File: config.mk
export PLATFORM = sky130hd
export DESIGN_NAME = reg_wb_arb
export DESIGN_NICKNAME = d
export VERILOG_FILES = /design/src/rtl/reg_wb_arb.sv
export SDC_FILE = /design/constraint.sdc
export NUM_CORES = 1
export LEC_CHECK = 0
export ABC_AREA = 1
export ABC_CLOCK_PERIOD_IN_PS = 4320
export CORE_MARGIN = 1
export CORE_UTILIZATION = 50
export DETAILED_ROUTE_END_ITERATION = 7
export PLACE_DENSITY = 0.74
export REMOVE_ABC_BUFFERS = 1
export SETUP_SLACK_MARGIN = 0.02
export SYNTH_ARGS = -nofsm -noshare
export SYNTH_HDL_FRONTEND = slang
export SYNTH_SLANG_ARGS = --single-unit
File: constraint.sdc
create_clock -name clk -period 4.32 [get_ports clk]
set_input_delay 0.648 -clock clk [delete_from_list [all_inputs] [get_ports clk]]
set_output_delay 0.648 -clock clk [all_outputs]
set_load 0.05 [all_outputs]
File: src/rtl/reg_wb_arb.sv
// -----------------------------------------------------------------------------
// reg_wb_arb -- register-file write-back arbiter
//
// Merges two write sources into one registered write port:
//   * ALU results: always accepted, highest priority, never stall.
//   * Load results: handshaked through mem_valid/mem_ready, buffered in a
//     DEPTH-entry FIFO when they lose the write port to the ALU.
// Each queued load carries a live bit. A younger ALU write to the same
// register squashes it, so an older value never overwrites a newer one.
// q_pending lets the issue logic ask whether a write to q_reg is in flight.
//
// Ports
//   clk, rst_n                     clock, synchronous active-low reset
//   alu_valid/alu_reg/alu_data     ALU write request (no backpressure)
//   mem_valid/mem_ready            load handshake
//   mem_reg/mem_data               load write request
//   regwrite/wrreg/wrdata          registered register-file write port
//   q_reg/q_pending                combinational hazard query
// -----------------------------------------------------------------------------
module reg_wb_arb #(
    parameter int DEPTH = 4
) (
    input  logic        clk,
    input  logic        rst_n,
    input  logic        alu_valid,
    input  logic [4:0]  alu_reg,
    input  logic [31:0] alu_data,
    input  logic        mem_valid,
    output logic        mem_ready,
    input  logic [4:0]  mem_reg,
    input  logic [31:0] mem_data,
    output logic        regwrite,
    output logic [4:0]  wrreg,
    output logic [31:0] wrdata,
    input  logic [4:0]  q_reg,
    output logic        q_pending
);

    localparam int AW = $clog2(DEPTH);

    typedef logic [AW-1:0] ptr_t;
    typedef logic [AW:0]   cnt_t;

    localparam cnt_t FULL = cnt_t'(DEPTH);

    ptr_t             r_rd_ptr;
    ptr_t             r_wr_ptr;
    cnt_t             r_count;
    logic [DEPTH-1:0] r_live;
    logic [4:0]       r_q_reg  [DEPTH];
    logic [31:0]      r_q_data [DEPTH];

    logic w_alu_acc;
    logic w_mem_acc;
    logic w_empty;
    logic w_pop;
    logic w_push;
    logic w_push_live;
    logic w_hit;

    // Register 0 is hard-wired, so writes to it are dropped at the door.
    assign w_alu_acc   = alu_valid && (alu_reg != 5'd0);
    assign w_mem_acc   = mem_valid && mem_ready && (mem_reg != 5'd0);
    assign w_empty     = (r_count == cnt_t'(0));

    // The ALU owns the write port whenever it writes; otherwise the queue
    // head goes first so loads keep acceptance order, and only an empty
    // queue lets a fresh load bypass straight to the output.
    assign w_pop       = !w_alu_acc && !w_empty;
    assign w_push      = w_mem_acc && (w_alu_acc || !w_empty);

    // A load colliding with a same-cycle ALU write is the older value.
    assign w_push_live = !(w_alu_acc && (alu_reg == mem_reg));

    assign mem_ready   = rst_n && (r_count < FULL);

    always_ff @(posedge clk) begin
        if (!rst_n) begin
            regwrite <= 1'b0;
            wrreg    <= 5'd0;
            wrdata   <= 32'd0;
            r_rd_ptr <= '0;
            r_wr_ptr <= '0;
            r_count  <= '0;
            r_live   <= '0;
        end else begin
            if (w_alu_acc) begin
                regwrite <= 1'b1;
                wrreg    <= alu_reg;
                wrdata   <= alu_data;
            end else if (w_pop) begin
                // A squashed head still burns its slot, just without a strobe.
                regwrite <= r_live[r_rd_ptr];
                wrreg    <= r_q_reg[r_rd_ptr];
                wrdata   <= r_q_data[r_rd_ptr];
            end else if (w_mem_acc) begin
                regwrite <= 1'b1;
                wrreg    <= mem_reg;
                wrdata   <= mem_data;
            end else begin
                regwrite <= 1'b0;
            end

            // Later non-blocking writes to the same live bit win, so the
            // squash, pop-clear and push-set order below is deliberate.
            if (w_alu_acc) begin
                for (int i = 0; i < DEPTH; i++) begin
                    if (r_q_reg[i] == alu_reg) r_live[i] <= 1'b0;
                end
            end
            if (w_pop) begin
                r_live[r_rd_ptr] <= 1'b0;
                r_rd_ptr         <= r_rd_ptr + ptr_t'(1);
            end
            if (w_push) begin
                r_live[r_wr_ptr] <= w_push_live;
                r_wr_ptr         <= r_wr_ptr + ptr_t'(1);
            end

            case ({w_push, w_pop})
                2'b10:   r_count <= r_count + cnt_t'(1);
                2'b01:   r_count <= r_count - cnt_t'(1);
                default: r_count <= r_count;
            endcase
        end
    end

    // NOTE: the payload array has no reset; stale contents are never
    // observable because the live bits and count are reset.
    always_ff @(posedge clk) begin
        if (w_push) begin
            r_q_reg[r_wr_ptr]  <= mem_reg;
            r_q_data[r_wr_ptr] <= mem_data;
        end
    end

    // Free slots always have live=0, so scanning all entries is safe.
    always_comb begin
        w_hit = 1'b0;
        for (int i = 0; i < DEPTH; i++) begin
            if (r_live[i] && (r_q_reg[i] == q_reg)) w_hit = 1'b1;
        end
    end

    assign q_pending = rst_n && (q_reg != 5'd0) &&
                       ((regwrite && (wrreg == q_reg)) || w_hit);

endmodule

==> impl_metrics.toml, run 1 <==
[placed_design]
placedCellCount = 1288
place_congestion = 0.896
port_buffers = 122
hpwlAfterDp_um = 13900
post_dp_cell_area_um2 = 10500
place_ws_ps = 878

[sta]
fin_tns_setup_ps = 0
slew_headroom = 0.427
fmax_ghz = 0.299
worst_slack_ps = 974
hold_viol_final = 0
rsz0062_at_grt = "no"
fin_crit_sh = 0.775
slew_violations = 0
setup_viol = 0
finClkSkew_ps = 7.38
whs_ps = 512
finalCriticalPeriod_ps = 3350
worst_pin_slew_ps = 860

[synthesis]
synth.most_common_cell = "nand2_1"
yosysWarningCount = 0
ys_async_sr_fraction = 0
synth_top_area_frac = 0.485
ys.flop_type = "edfxtp_1"
synth_cell_types = 31
syn_area_um2 = 9160
synth_seq_cells = 199
synthCells = 977
synth_top_cell_by_area = "edfxtp_1"
synth.yosys.seq_area_share = 0.597
yosys-top-cells-count = "nand2_1, nor2_1, edfxtp_1"
synth_edf_count = 148
ys_top_cells_by_area = "edfxtp_1, dfxtp_1, nand2_1"
syn_area_per_cell_um2 = 9.37

[route]
routedWlPerCell_um = 17.2
drt-initial-drc-count = 652
routed-via-count = 7187
routed_wl_um = 22700
drc = 0
ant_nets = 0
via_per_inst = 5.45
drt-pass1-iter-count = 5

[clock_network]
cts_setup_buffers = 0
hold_buffers = 0
numCtsBuffers = 17
htreeDepth = 4
cts-root-buf = "clkbuf_16"
cts_resized = 0
clockBufferDepth = 2
clkTransAtPathRegs_ps = 70
cts_tree = "yes"
cts_sinks = 199
clk_latency_ps = 430

[floorplanning]
initial_core_util = 0.510
die_w_um = 137
row_count = 49
die-area_um2 = 18900
ios = 123
fp.coreArea_um2 = 18000
die_h_um = 137

[grt]
grt_start_max_net_pins = 73
antenna_found_initial = 0
grt_pass1_vias = 6860
track_usage = 0.251
grt.overflow.total = 0
grt_pass1_wl_um = 35200

[final_layout]
syn_to_final_growth_pct = 20.4
nets = 1171
fin_util = 0.614
largest_reg_flops = 128
diodes = 0
fin_cells = 1319
fin_area_um2 = 11000
drive_gt1_frac = 0.0578

[setup_path]
worst_ep_required_time_ps = 3670
crit_path_start = "q_reg[4]"
cp-end-kind = "output port"
cp.arrival_ps = 2700
rr_startpoint = "r_count[2]"
r2r_slack_ps = 1720
worstSetupPathType = "in2out"
crit_path_max_fanout = 6
start_kind = "primary input"

[outcome]
status = "finished clean"

[pwr]
leakage_nw = 4.24
p_per_area_nw_per_um2 = 580
vdd_drop_max_uv = 347
total_power_mw = 6.39

[hold_path]
min_from = "wrdata[20]"
min_path_type = "reg2reg"

[job]
max-cap-violations = 0
[layer usage]
metal  track usage  vias to the layer above  share of wire
met1         0.322                     3343           0.43
li1              -                     3514              -
met2         0.423                      304           0.49
met4        0.0910                        0          0.017
met3        0.0497                       26          0.072
met5             0                        -              0
[report_power, final]
group,switching [mW],internal [mW]
Clock,0.682,0.788
Sequential,0.176,2.29
Combinational,1.67,0.786
[cell families (layout without fill, tap and decap cells)]
kind of cell,count (synthesis),in the layout,synth area share
buffers and inverters,99,212,0.0519
AND/OR/NAND/NOR,451,451,0.201
XOR/XNOR,25,25,0.0239
adder cells (fa/ha/maj),10,10,0.0145
AO/OA/AOI/OAI,193,193,0.112
flip-flops,199,199,0.597
[critical path, stage by stage]
cell and delay [ps]:
clkdlybuf4s50_1 490, inv_1 190, nand2_1 70, a21boi_0 190, nand3_1 90, nand3_1 90
nor2_1 50, nor2_1 80, clkdlybuf4s50_1 800
[layout by cell type (no fill, tap or decap), types with 13 or more instances in the layout]
cell type,instances
nand2_1,198
nor2_1,183
edfxtp_1,148
clkdlybuf4s50_1,121
o21ai_0,112
nand3_1,55
dfxtp_1,49
o22ai_1,37
inv_1,35
o21ai_1,23
a21oi_1,18
clkbuf_16,17
xor2_1,13
buf_4,13
[area by class of cell]
cell class                 count  area (um2)
clock inverter                13         105
clock buffer                  18         429
sequential                   199        5470
tap                          229         287
fill                        1567        6940
inverter                      44         168
timing repair buffer         137        1350
multi-input combinational    679        3210
[final timing paths]
path,end,cells after the start
worst min-delay path,wrdata[20],2
worst min register to register,wrdata[20],2
worst max register to register,r_count[2],11
worst max-delay path,q_pending,9
Note: power is estimated with default switching activity, not from simulation.
==> run 2, diff against run 1 <==
- ABC_CLOCK_PERIOD_IN_PS: 4320 -> 2900
- PLACE_DENSITY: 0.74 -> 0.77
- clock period: 4.32 -> 2.9 ns (I/O delays scaled with it)
==> run 2 against run 1 <==
Compared with the run above: global-route usage is essentially flat; sequential cell count stayed put; combinational power grew 54%; first-iteration DRC count shrank 16%; sequential share of layout area shrank 1.1 points; non-clock buffer count up 18; hold slack better by 7.0 ps; clock skew grew 5.3 ps; clock power rose by 63%; via count rose by 1.3%; utilization grew 1.4 points; critical endpoint unchanged; largest cell class unchanged.
==> impl_metrics.toml, run 2 (synthesis gave the netlist of run 1 again) <==
[outcome]
status = "finished clean"

[clock_network]
htreeDepth = 4
cts_setup_buffers = 0
clk_latency_ps = 430
clkTransAtPathRegs_ps = 60
hold_buffers = 0
cts_sinks = 199
cts_tree = "yes"
clockBufferDepth = 2
numCtsBuffers = 17
cts-root-buf = "clkbuf_16"
cts_resized = 0

[route]
drc = 0
via_per_inst = 5.44
drt-initial-drc-count = 548
routed_wl_um = 22500
ant_nets = 0
drt-pass1-iter-count = 5
routedWlPerCell_um = 16.8
routed-via-count = 7279

[placed_design]
port_buffers = 122
hpwlAfterDp_um = 14300
post_dp_cell_area_um2 = 10700
place_congestion = 0.919

[sta]
finClkSkew_ps = 12.7
setup_viol = 0
worst_pin_slew_ps = 716
fin_crit_sh = 0.829
finalCriticalPeriod_ps = 2400
hold_viol_final = 0
slew_violations = 0
fmax_ghz = 0.416
rsz0062_at_grt = "no"
fin_tns_setup_ps = 0
slew_headroom = 0.523

[pwr]
p_comb_frac = 0.386
p_sw_frac = 0.384
vdd_drop_max_uv = 514
power.share.clock = 0.245
internal-power_mw = 6.04
p_per_area_nw_per_um2 = 870
leakage_nw = 4.38
power_frac_seq = 0.369
p_switching_mw = 3.77

[hold_path]
whs_path_depth = 2
min_path_type = "reg2reg"
min_from = "wrdata[13]"
hold_path_end = "wrdata[13]"

[grt]
grt_pass1_vias = 7054
track_usage = 0.251
antenna_found_initial = 0
grt_start_max_net_pins = 73
grt_pass1_wl_um = 35300
grt.overflow.total = 0

[final_layout]
drive_gt1_frac = 0.0767
diodes = 0
fin_area_um2 = 11300
final_common_cell = "nand2_1"
largest_reg_flops = 128
syn_to_final_growth_pct = 23.2
final_cell_mix = "nand2_1, nor2_1, edfxtp_1, clkdlybuf4s50_1, o21ai_0"
nets = 1189

[setup_path]
critPathSlowestCell = "clkdlybuf4s50_1"
worst_ep_required_time_ps = 2470
rr_startpoint = "r_count[2]"
cp-end-kind = "output port"
crit_path_max_fanout = 6
cp.arrival_ps = 1970
r2r-end = "r_count[2]"
crit_path_max_incr_delay_ps = 500
cp_cell_sequence = "clkdlybuf4s50_1 -> inv_1 -> nand2_1 -> a21boi_0 -> nand3_1 -> nand3_1 -> nor2_1 -> nor2_1 -> buf_12"
worstSetupPathType = "in2out"
reg2reg_depth = 13
start_kind = "primary input"
r2r_slack_ps = 660

[floorplanning]
die-area_um2 = 18900
row_count = 49
die_h_um = 137
ios = 123
fp.coreArea_um2 = 18000
die_w_um = 137
initial_core_util = 0.510

[job]
max-cap-violations = 0
## run 2: cell count changes in the layout (fill, tap and decap cells not counted), sizes merged
| cell | change |
|---|---|
| clkinvlp | +1 |
| clkinv | -5 |
| bufinv | +2 |
| buf | +20 |
| clkbuf | +2 |
| clkdlybuf4s50 | -2 |
## run 2: worst max-delay path by stage
| stage | slack, ps | endpoint | start | cells after the start |
|---|---|---|---|---|
| 2_1_floorplan | 150 | wrdata[6] | register | 7 |
| 3_3_place_gp | 220 | r_count[2] | mem_reg[0] | 13 |
| 3_5_place_dp | 180 | r_count[2] | mem_reg[0] | 13 |
| 4_1_cts | 480 | q_pending | q_reg[4] | 9 |
| 5_1_grt | 270 | r_count[2] | mem_reg[0] | 13 |
| 6_report | 500 | q_pending | q_reg[4] | 9 |
## run 2: area by class of cell
| type | count | area (um2) |
|---|---|---|
| multi-input cells | 679 | 3210 |
| repair buffers | 155 | 1550 |
| well taps | 229 | 287 |
| clock inverters | 11 | 146 |
| inverters | 44 | 168 |
| fillers | 1460 | 6690 |
| flip-flops and latches | 199 | 5470 |
| clock buffers | 20 | 447 |
## run 2: per-layer routing
metal  track usage  wire length, um  share of wire
met3        0.0493             1520          0.068
met1         0.310             9360           0.42
met4         0.104              579          0.026
met5             0                0              0
met2         0.430            11000           0.49
## run 2: power by group through the flow
stage               clock, mW  sequential, mW  combinational [mW]
floorplan                   0            4.37                1.68
global placement            0            3.67                3.69
detailed placement          0            3.67                3.76
CTS                      2.42            3.62                3.79
global route             2.53            3.65                4.16
finish                   2.40            3.62                3.79
## run 2: worst max-delay path, delay by kind of cell
family          cells  cell delay (ps)
simple gates        5              480
compound gates      1              210
buf+inv             3              850
## run 2: per-stage QoR
stage | power (mW) | hold WS, ps | setup slack [ps] | utilization | cells
floorplan | 6.06 | 490 | 147 | - | 922
global placement | 7.35 | 496 | 216 | 0.595 | 1306
detailed placement | 7.44 | 502 | 178 | 0.595 | 1306
CTS | 9.82 | 525 | 483 | 0.628 | 1337
global route | 10.3 | 546 | 268 | 0.628 | 1337
finish | 9.81 | 519 | 496 | 0.628 | 1337
==> run 3, diff against run 2 <==
- ABC_CLOCK_PERIOD_IN_PS: 2900 -> 2450
- PLACE_DENSITY: 0.77 -> 0.74
- clock period: 2.9 -> 2.45 ns (I/O delays scaled with it)
==> run 3 against run 2 <==
Compared with the run above: first-iteration DRC count up 12%; register-to-register slack worse by 120 ps; sequential cell count unchanged; critical path depth up 1; global-route usage about the same; design area up 1.4%; non-clock buffer count up 10; critical path type unchanged; hold slack worse by 1.4 ps; largest cell class unchanged; total power up 20%; sequential share of layout area down 0.68 points.
==> impl_metrics.toml, run 3 (synthesis gave the netlist of run 1 again) <==
[outcome]
status = "finished clean"

[sta]
slew_violations = 0
hold_viol_final = 0
worst_pin_slew_ps = 762
rsz0062_at_grt = "no"
setup_viol = 0
slew_headroom = 0.491
worst_slack_ps = 180
fmax_ghz = 0.441
finClkSkew_ps = 7.70
fin_tns_setup_ps = 0
fin_crit_sh = 0.926
finalCriticalPeriod_ps = 2270

[route]
ant_nets = 0
drt-pass1-iter-count = 7
routed_wl_um = 22700
via_per_inst = 5.37
routed-via-count = 7236
routedWlPerCell_um = 16.8
drt-initial-drc-count = 616
drc = 0

[final_layout]
drive_gt1_frac = 0.0876
largest_reg_flops = 128
final_cell_mix = "nand2_1, nor2_1, edfxtp_1, clkdlybuf4s50_1, o21ai_0"
fin_cells = 1348
final_common_cell = "nand2_1"
nets = 1199
syn_to_final_growth_pct = 24.9
diodes = 0

[floorplanning]
initial_core_util = 0.510
die-area_um2 = 18900
die_h_um = 137
fp.coreArea_um2 = 18000
ios = 123
die_w_um = 137
row_count = 49

[clock_network]
numCtsBuffers = 17
cts_resized = 0
htreeDepth = 4
cts-root-buf = "clkbuf_16"
clkTransAtPathRegs_ps = 70
cts_sinks = 199
cts_tree = "yes"
clk_latency_ps = 430
clockBufferDepth = 2
hold_buffers = 0
cts_setup_buffers = 0

[pwr]
total_power_mw = 11.8
p_per_area_nw_per_um2 = 1030
vdd_drop_max_uv = 702
leakage_nw = 4.46

[hold_path]
min_path_type = "reg2reg"

[setup_path]
start_kind = "primary input"
cp-end-kind = "output port"
worst_ep_required_time_ps = 2080
crit_path_max_fanout = 7
worstSetupPathType = "in2out"
cp.arrival_ps = 1900

[grt]
grt_start_max_net_pins = 73
grt.overflow.total = 0
antenna_found_initial = 0
grt_pass1_vias = 6985
track_usage = 0.251
grt_pass1_wl_um = 35300

[placed_design]
hpwlAfterDp_um = 14000
placedCellCount = 1316
place_ws_ps = -35.6
place_congestion = 0.927
port_buffers = 122

[job]
max-cap-violations = 0
[run 3: changes by cell type in the layout (fill, tap and decap cells not counted), sizes merged]
cell and delta:
clkbuf -3, clkinv +1, buf +10, inv +3
[run 3: layout make-up]
cell class	count	area, um2
repair buffers	165	1680
fillers	1466	6530
clock buffers	17	425
flip-flops and latches	199	5470
inverters	44	168
multi-input cells	679	3210
well taps	229	287
clock inverters	15	191
[run 3: power breakdown]
group	switching, mW	internal (mW)	leakage [nW]
logic	3.08	1.55	2.40
registers	0.216	4.03	1.76
clock network	1.30	1.64	0.298
total	4.59	7.22	4.46
[run 3: layer usage]
metal  vias up  routed length, um  GRT usage  part of all wire
met5         -                  0          0                 0
li1       3573                  -          -                 -
met3        29               1370     0.0511             0.060
met4         0                374     0.0824             0.016
met1      3360               9990      0.316              0.44
met2       274              11000      0.433              0.48
[run 3: path summary, 6_finish.rpt]
path              slack (ps)         end  depth (start not counted)  startpoint
setup / recovery         180   q_pending                         10    q_reg[1]
hold / removal           520  wrdata[16]                          2  wrdata[16]
setup reg to reg         540  r_count[2]                         13  r_count[2]
hold reg to reg          520  wrdata[16]                          2  wrdata[16]
[run 3: critical path, cell delays in order]
cell	delay, ps
clkdlybuf4s50_1	550
inv_1	150
nand2_1	90
o21ai_0	90
nor2_1	100
nand3_1	70
nand3_1	90
nor2_1	40
nor2_1	170
buf_12	170
[run 3: per-stage QoR]
stage          hold WS, ps  utilization  area, um2
6_report               518        0.637      11400
5_1_grt                544        0.637      11400
4_1_cts                523        0.637      11400
3_5_place_dp           503        0.602      10800
3_3_place_gp           495        0.602      10800
2_1_floorplan          466            -       8850
